### src/rtl/ddr_rd_burst.sv
// ddr_rd_burst: fixed-length AXI4 INCR read burst master that streams the returned beats into the pixel cache FIFO.
// Define DDR_RD_ERR_CHECK_EN to enable the sticky R-channel protocol error flag (err is tied to 0 otherwise).
module ddr_rd_burst #(
    parameter int unsigned BURST_LEN    = 64,
    parameter int unsigned FRAME_BURSTS = 3072,
    parameter logic [31:0] BASE_ADDR    = 32'h0000_0000
) (
    input  logic         sclk,
    input  logic         rst_n,
    input  logic         rd_start,
    output logic [127:0] rd_128bit_data,
    output logic         cache_wr_en,
    output logic         rd_end,
    output logic         frame_start,
    output logic         err,
    output logic [31:0]  m_axi_araddr,
    output logic [7:0]   m_axi_arlen,
    output logic [2:0]   m_axi_arsize,
    output logic [1:0]   m_axi_arburst,
    output logic         m_axi_arvalid,
    input  logic         m_axi_arready,
    input  logic [127:0] m_axi_rdata,
    input  logic [1:0]   m_axi_rresp,
    input  logic         m_axi_rlast,
    input  logic         m_axi_rvalid,
    output logic         m_axi_rready
);
    localparam int unsigned      IDX_W       = (FRAME_BURSTS > 1) ? $clog2(FRAME_BURSTS) : 1;
    localparam logic [7:0]       LAST_BEAT   = 8'(BURST_LEN - 1);
    localparam logic [IDX_W-1:0] LAST_IDX    = IDX_W'(FRAME_BURSTS - 1);
    localparam logic [31:0]      BURST_BYTES = 32'(BURST_LEN * 16);

    typedef enum logic [1:0] {IDLE, AR, RDAT, DONE} state_t;

    state_t           state_reg, state_next;
    logic [IDX_W-1:0] burst_idx_reg;
    logic [7:0]       beat_cnt_reg;
    logic [31:0]      araddr_reg;
    logic [127:0]     rd_data_reg;
    logic             wr_en_reg;
    logic             frame_start_reg;
    logic             arvalid_next;
    logic             rready_next;
    logic             rd_end_next;
    logic             beat;
    logic             last_beat;
    logic             ar_hs;

    // rready is only high in RDAT, so a beat is rvalid qualified by the state.
    assign beat      = m_axi_rvalid && (state_reg == RDAT);
    assign last_beat = beat && (beat_cnt_reg == LAST_BEAT);
    assign ar_hs     = (state_reg == AR) && m_axi_arready;

    always_comb begin
        state_next   = state_reg;
        arvalid_next = 1'b0;
        rready_next  = 1'b0;
        rd_end_next  = 1'b0;
        case (state_reg)
            IDLE: begin
                if (rd_start) state_next = AR;
            end
            AR: begin
                arvalid_next = 1'b1;
                if (m_axi_arready) state_next = RDAT;
            end
            RDAT: begin
                rready_next = 1'b1;
                if (last_beat) state_next = DONE;
            end
            DONE: begin
                rd_end_next = 1'b1;
                state_next  = IDLE;
            end
            default: state_next = IDLE;
        endcase
    end

    always_ff @(posedge sclk or negedge rst_n) begin
        if (!rst_n) begin
            state_reg       <= IDLE;
            burst_idx_reg   <= '0;
            beat_cnt_reg    <= '0;
            araddr_reg      <= BASE_ADDR;
            rd_data_reg     <= '0;
            wr_en_reg       <= 1'b0;
            frame_start_reg <= 1'b0;
        end else begin
            state_reg       <= state_next;
            wr_en_reg       <= beat;
            frame_start_reg <= ar_hs && (burst_idx_reg == '0);
            if (beat) begin
                rd_data_reg  <= m_axi_rdata;
                beat_cnt_reg <= beat_cnt_reg + 8'd1;
            end
            // Address is latched on acceptance so it stays put for the whole AR phase.
            if ((state_reg == IDLE) && rd_start) begin
                araddr_reg   <= BASE_ADDR + 32'(burst_idx_reg) * BURST_BYTES;
                beat_cnt_reg <= '0;
            end
            if (state_reg == DONE) begin
                burst_idx_reg <= (burst_idx_reg == LAST_IDX) ? '0 : burst_idx_reg + IDX_W'(1);
            end
        end
    end

`ifdef DDR_RD_ERR_CHECK_EN
    logic err_reg;

    // Flags bad response codes and rlast disagreeing with our own beat count; data flow ignores it.
    always_ff @(posedge sclk or negedge rst_n) begin
        if (!rst_n) begin
            err_reg <= 1'b0;
        end else if (beat && ((m_axi_rresp != 2'b00) ||
                              (m_axi_rlast != (beat_cnt_reg == LAST_BEAT)))) begin
            err_reg <= 1'b1;
        end
    end

    assign err = err_reg;
`else
    logic unused_resp;

    assign unused_resp = ^{m_axi_rresp, m_axi_rlast};
    assign err         = 1'b0;
`endif

    assign rd_128bit_data = rd_data_reg;
    assign cache_wr_en    = wr_en_reg;
    assign rd_end         = rd_end_next;
    assign frame_start    = frame_start_reg;
    assign m_axi_araddr   = araddr_reg;
    assign m_axi_arlen    = LAST_BEAT;
    assign m_axi_arsize   = 3'd4;
    assign m_axi_arburst  = 2'b01;
    assign m_axi_arvalid  = arvalid_next;
    assign m_axi_rready   = rready_next;

endmodule

### config.mk
export PLATFORM = sky130hd
export DESIGN_NAME = ddr_rd_burst
export DESIGN_NICKNAME = d
export VERILOG_FILES = /design/src/rtl/ddr_rd_burst.sv
export SDC_FILE = /design/constraint.sdc
export NUM_CORES = 1
export LEC_CHECK = 0
export BUFFER_PORTS_ARGS = -buffer_cell sky130_fd_sc_hd__buf_4
export CORE_MARGIN = 5
export CORE_UTILIZATION = 35
export CTS_CLUSTER_DIAMETER = 60
export DETAILED_ROUTE_END_ITERATION = 8
export PLACE_DENSITY = 0.65
export RECOVER_POWER = 50
export SLEW_MARGIN = 25
export SYNTH_ARGS = -nofsm -noshare
export SYNTH_HDL_FRONTEND = slang
export SYNTH_SLANG_ARGS = --single-unit
### constraint.sdc
create_clock -name sclk -period 1.55 [get_ports sclk]
set_input_delay 0.0775 -clock sclk [delete_from_list [all_inputs] [get_ports sclk]]
set_output_delay 0.0775 -clock sclk [all_outputs]
set_load 0.1 [all_outputs]
[After elaboration in Yosys (flattened, before gate mapping)]
Index checks and enable logic that the tools add are counted.
Word-level totals
  register bits after elaboration: 164
  word-level logic and storage cells: 36
Operators by class
  equal/unequal tests: 8
  reductions and logical operators: 9
  add/subtract/negate cells: 2
  mux-type cells: 10
Operator list (count)
  $mux W8: 2
  $add A12 B1 Y12 const B: 1
  $eq A12 B12 Y1 const B: 1
  $logic_not A12 Y1: 1
  $mux W12: 1
  $add A8 B1 Y8 const B: 1
  $eq A8 B6 Y1 const B: 1
  $pmux W2 S4: 1
  $mux W2: 3
  $ne A2 B2 Y1 const B: 3
  $logic_and A1 B1 Y1: 5
  $eq A2 B2 Y1 const B: 2
  $mux W1: 3
  $reduce_and A3 Y1: 1
  $eq A2 B1 Y1 const B: 1
  $logic_not A2 Y1: 1
  $reduce_bool A2 Y1: 1

[Depth between registers and ports, before layout]
Gate-level depths: netlist (run 1).
  depth in word-level cells: 5
  depth in mapped cells: 8
  gate-level depth less buffers: 7

[Worst setup path before layout (run 1)]
OpenSTA, ideal clock, no wires.
  path kind: register to register
  start: register state_reg[0]
  end: register rd_data_reg[100] (netlist: rd_128bit_data[100])
  library setup time: 0.068 ns
  path buffers: 2
  cell stages (with the launch flop): 9
  slack: -0.825 ns
  period minus slack after synthesis: 2.375 ns
  arrival time: 2.307 ns
  cell sequence: dfrtp_1 inv_1 ha_1 nand2_1 inv_2 buf_2 buf_2 nand2_1 nand2_1
On the way
  cells in the longest elaborated chain, start to end: 2
Ends and longest elaborated chain
  from (decl): RTL line 35  | state_t state_reg, state_next;
  from (signal assigned): RTL line 89  | state_reg <= state_next;
  $eq A2 B2 Y1: RTL line 50  | assign beat = m_axi_rvalid && (state_reg == RDAT);
  $logic_and A1 B1 Y1: RTL line 50
  to (signal assigned): RTL line 93  | rd_data_reg <= m_axi_rdata;
  to (decl): RTL line 39  | logic [127:0] rd_data_reg;
No other way between the ends.
A chain may end at the register's enable or synchronous reset.

[Final worst setup path (run 1)]
  start: register state_reg[1]
  end: register state_reg[1]
On the way
  cells in the longest elaborated chain, start to end: 5
  elaborated cells between the ends (all ways): 11
  those cells by class: 6 x eq/ne; 1 x mux; 4 x reduce/logical
Ends and longest elaborated chain
  $eq A2 B2 Y1: RTL line 50, 59
  $logic_and A1 B1 Y1: RTL line 50
  $logic_and A1 B1 Y1: RTL line 51  | assign last_beat = beat && (beat_cnt_reg == LAST_BEAT);
  $ne A2 B2 Y1 (no source line)
  $reduce_and A3 Y1 (no source line)
Parallel ways exist; a longest one is shown, timed or not.

==> qor.yml, run 1 <==
sta:
  hold_viol_final: 0
  fmaxAchievable_mhz: 638
  fin_crit_sh_pct: 101
  fin_skew_ns: 0.00574
  fin_tns_setup_ns: -0.0168
  setup_viol: 1
  slew_headroom_pct: 46.0
  slew_violations: 0
  rsz0062_at_grt: "yes"
  tightest_slew_ns: 0.810
  layout_setup_ws_ns: -0.0168
  period_minus_slack_ns: 1.57
die:
  die_area_mm2: 0.0221
  die_w_um: 149
  die_h_um: 149
  initial_core_util_pct: 35.7
  ioPinCount: 315
  std_cell_rows: 50
  core_area_mm2: 0.0188
worst_hold_path:
  hold_class: "input port to flip-flop"
placed_design:
  dp_hpwl_mm: 13.5
  dp_slack_ns: -0.0747
  port_buffers: 277
  dp_cells: 1281
  dpl_cell_area_mm2: 0.00928
  place_congestion: 0.775
clock_tree:
  cts_sinks: 164
  cts_root_buffer: "clkbuf_16"
  cts-buffers-inserted: 17
  insertion_delay_ns: 0.41
  cts_tree: "yes"
  cts_buffer_depth: 2
  htree_levels: 4
  clkTransAtPathRegs_ns: 0.06
outcome:
  violations: "setup timing"
  outcome: "finished with violations"
job:
  maxCapViolCount: 0
synth:
  ys_ff_latch: 164
  ys_types: 37
  yosys.area.top_type_share_pct: 61.0
  synth_area_per_cell_um2: 9.01
  yosys-top-cells-count: "nand2_1, dfrtp_1, buf_4"
  yosys.cell_count.top_type: "nand2_1"
  yosysWarningCount: 0
  synth_ff_type: "dfrtp_1"
  synth_cells: 747
  syn_area_mm2: 0.00673
  ys_async_sr_fraction_pct: 100
  synth_area_leaders: "dfrtp_1, nand2_1, buf_4"
  yosysSeqAreaShare_pct: 61.0
  synth_top_cell_by_area: "dfrtp_1"
  synth_edf_count: 0
global_routing:
  track_usage_pct: 18.4
  grt_pass1_vias: 6505
  grt-ovfl-total: 0
  grt_pass1_wl_mm: 32.8
  antenna_found_initial: 0
  grt_max_degree: 69
worst_setup_path:
  start_kind: "flip-flop"
  worst-path-max-fanout: 4
  worst_ep_required_time_ns: 1.85
  crit-reg2reg-launch: "state_reg[1]"
  r2r_cells: 4
  endpoint: "state_reg[1]"
  crit_start: "state_reg[1]"
  cp.arrival_ns: 1.87
  reg2reg_to: "state_reg[1]"
  crit_type: "flip-flop to flip-flop"
  rrSetupSlack_ns: -0.02
  worstSetupEndpointType: "flip-flop"
detailed_routing:
  via_count: 6419
  wire_per_inst_um: 14.9
  routed_via_density: 4.42
  antenna_left: 0
  drt_first_pass_iters: 4
  drc: 0
  drt_iter0_drc: 227
  drt-total-wl_mm: 21.6
final_layout:
  antennaDiodeCount: 0
  largest_reg_flops: 128
  syn_to_final_growth_pct: 65.3
  final_area_mm2: 0.0111
  layout-drive-gt1-share_pct: 31.1
  instances_no_fill: 1453
  layout.nets: 1323
==> per-stage QoR <==
step	util (%)	hold slack (ns)
finish	59.1	0.142
global route	59.1	0.143
CTS	59.5	0.111
detailed placement	49.3	0.114
global placement	49.3	0.112
floorplan	-	-0.218
==> layout by cell type, fill, tap and decap left out, types with 2 or more instances in the layout <==
cell type        n
dfrtp_2          2
clkbuf_2        69
inv_6            5
o31ai_1          2
buf_4          234
ha_4             3
a21oi_1          4
buf_6            4
ha_1             2
inv_1            4
nor2_1           9
and2_1           2
dlygate4sd3_1  130
xor2_1           5
nand4_1          8
inv_2            2
buf_16           3
nand2_1        422
conb_1          34
o21ai_0          9
ha_2             2
xnor2_1          7
dfrtp_1        162
clkbuf_16       20
clkinv_4         2
clkinvlp_4       3
clkbuf_1         7
nand3_1          7
bufinv_16        2
==> worst min-delay path by stage <==
stage	end	from	slack [ns]	depth (start not counted)
finish	m_axi_araddr[16]	rd_start	0.14	5
global route	state_reg[1]	rd_start	0.14	4
CTS	m_axi_araddr[19]	rd_start	0.11	5
detailed placement	cache_wr_en	rst_n	0.11	1
global placement	rd_128bit_data[112]	rst_n	0.11	1
floorplan	beat_cnt_reg[0]	rst_n	-0.22	0
==> what timing repair did <==
item | CTS | global route
endpoints found under the hold margin | 176 | 0
gates cloned | 0 | 3
hold buffers | 130 | 0
buffers inserted | 3 | 4
endpoints found under the setup margin | 110 | 92
resized for setup | 5 | 19
pin swaps | 1 | 7
==> layout make-up <==
cell class                 instances  area (um^2)
clock buffer                      19          433
clock inverter                    13          149
fill                            1528         7700
inverter                           7         38.8
multi-input combinational        539         2410
sequential                       164         4110
tap                              260          325
timing repair buffer             451         3670
==> critical path: stages (launching register included) <==
cell and delay (ns):
dfrtp_2 0.45, buf_4 0.16, ha_4 0.19, a221oi_2 0.33, mux2_4 0.33
==> layer usage <==
layer | GRT usage [%] | wire length (um) | vias up | part of all wire [%]
met5 | 0 | 0 | - | 0
met4 | 5.77 | 455 | 0 | 2.1
met3 | 5.79 | 1580 | 34 | 7.3
met2 | 30.7 | 10600 | 241 | 49
met1 | 22.7 | 8970 | 3032 | 41
li1 | - | - | 3112 | -
==> kinds of logic after synthesis <==
group | share of synthesized area, %
mux | 0.167
fa+ha+maj | 1.30
xor+xnor | 1.56
other cells | 0.112
simple gates | 27.3
compound gates | 1.99
buf+inv | 6.56
flops | 61.0
Power of run 1 is not shown: default switching activity piles up to over one toggle a cycle in this logic, so the estimate is an artifact.
==> run 2, diff against run 1 <==
GPL_TIMING_DRIVEN = 0   (was unset)
SLEW_MARGIN = 20   (was 25)
==> run 2 against run 1 <==
The run now ends clean. Core utilization about the same. Flip-flop and latch count unchanged. Largest cell class unchanged. Clock skew up 0.0033 ns. Die area unchanged. Critical path depth unchanged. Hold slack worse by 0.057 ns. Count of clock-buffer cells in the layout unchanged. Sequential share of layout area about the same. Global-route usage up 1.3 points. Cell count up 2.0%. Final area about the same. Register-to-register slack better by 0.02 ns.
==> qor.yml, run 2 (synthesis results as in run 1) <==
final_layout:
  final_area_mm2: 0.0111
  fillCellCount: 1637
  final_util_pct: 59.1
  multi_input_area_mm2: 0.00241
  instances_no_fill: 1482
  layout-drive-gt1-share_pct: 33.2
  layout.nets: 1352
  largest_reg_flops: 128
  regArea_mm2: 0.00411
  antennaDiodeCount: 0
  final_common_cell: "nand2_1"
  layout_common_cells: "nand2_1, buf_4, dfrtp_1, clkbuf_2, dlygate4sd3_1"
  syn_to_final_growth_pct: 65.4
clock_tree:
  cts-buffers-inserted: 17
  cts_sinks: 164
  htree_levels: 4
  cts_tree: "yes"
  clkTransAtPathRegs_ns: 0.06
  insertion_delay_ns: 0.42
  cts_root_buffer: "clkbuf_16"
  cts_buffer_depth: 2
sta:
  fin_crit_sh_pct: 99.6
  hold_viol_final: 0
  setup_viol: 0
  tightest_slew_ns: 0.680
  fin_skew_ns: 0.00900
  period_minus_slack_ns: 1.54
  fin_tns_setup_ns: 0
  slew_violations: 0
  rsz0062_at_grt: "yes"
  fmaxAchievable_mhz: 648
  slew_headroom_pct: 54.7
global_routing:
  grt_max_degree: 90
  grt_pass1_wl_mm: 34.8
  antenna_found_initial: 0
  track_usage_pct: 19.7
  grt-ovfl-total: 0
  grt_pass1_vias: 6780
die:
  core_area_mm2: 0.0188
  initial_core_util_pct: 35.7
  ioPinCount: 315
  die_w_um: 149
  std_cell_rows: 50
  die_area_mm2: 0.0221
  die_h_um: 149
detailed_routing:
  drt-total-wl_mm: 22.0
  drt_first_pass_iters: 5
  antenna_left: 0
  via_count: 6478
  drc: 0
  drt_iter0_drc: 286
  wire_per_inst_um: 14.9
  routed_via_density: 4.37
worst_setup_path:
  worst_ep_required_time_ns: 1.85
  rrSetupSlack_ns: 0.006
  start_kind: "flip-flop"
  worstSetupEndpointType: "flip-flop"
  worst-path-max-fanout: 3
  cp.arrival_ns: 1.85
  crit_type: "flip-flop to flip-flop"
worst_hold_path:
  hold_class: "input port to flip-flop"
outcome:
  outcome: "completed"
placed_design:
  place_congestion: 0.772
  dp_hpwl_mm: 14.8
  dp_cells: 1317
  dpl_cell_area_mm2: 0.00941
  port_buffers: 277
job:
  maxCapViolCount: 0
run 2: cell types whose count changed in the layout (fill, tap and decap cells not counted), moves of 2 or more:
| cell | delta |
|---|---|
| clkbuf_16 | -2 |
| clkbuf_4 | +4 |
| clkbuf_2 | +67 |
| buf_16 | -2 |
| clkinvlp_4 | +2 |
| clkbuf_1 | -6 |
| buf_4 | -41 |
| buf_6 | +5 |
| buf_8 | +2 |
run 2: final timing paths:
kind	startpoint	end	cells past startpoint
min in group asynchronous	rst_n	rd_128bit_data[113]	2
max in group asynchronous	rst_n	rd_128bit_data[34]	3
min	rd_start	m_axi_araddr[20]	4
min reg2reg	rd_128bit_data[78]	rd_128bit_data[78]	2
max reg2reg	beat_cnt_reg[6]	state_reg[1]	4
max	beat_cnt_reg[6]	state_reg[1]	4
run 2: worst max-delay path, stage by stage, from the launching register on:
cell and delay (ns):
dfrtp_1 0.41, nor3b_1 0.20, nand4_1 0.15, a221oi_2 0.34, mux2_4 0.33
run 2: layout make-up:
type                            instances  share of cell area (%)
Clock buffer                           19                    3.98
Sequential cell                       164                    36.9
Multi-Input combinational cell        539                    21.6
Clock inverter                         13                    1.12
Inverter                                7                   0.303
Tap cell                              260                    2.92
Timing Repair Buffer                  414                    28.3
Buffer                                 66                    4.83
run 2: metrics by stage:
step | setup slack (ns) | hold slack, ns
after CTS | 0.00349 | 0.0557
after detailed placement | -0.284 | 0.136
after floorplan | -0.0974 | -0.218
final | 0.00563 | 0.0848
after global placement | -0.724 | 0.267
after global routing | -0.0296 | 0.0972
run 2: what timing repair did:
action	in CTS	in global routing
gates resized for setup	29	22
endpoints found under the setup margin	122	82
hold buffers	130	0
hold endpoints to repair	217	0
gates cloned	0	1
buffers inserted	2	3
pin swaps	1	3
run 2: metal layers:
| layer | global-route usage [%] | share of wire (%) | up-vias |
|---|---|---|---|
| met1 | 23.2 | 40 | 2978 |
| met5 | 0 | 0 | - |
| met4 | 8.41 | 3.1 | 0 |
| li1 | - | - | 3176 |
| met2 | 33.4 | 49 | 274 |
| met3 | 5.88 | 7.8 | 50 |
Power of run 2 is left out for the same reason.
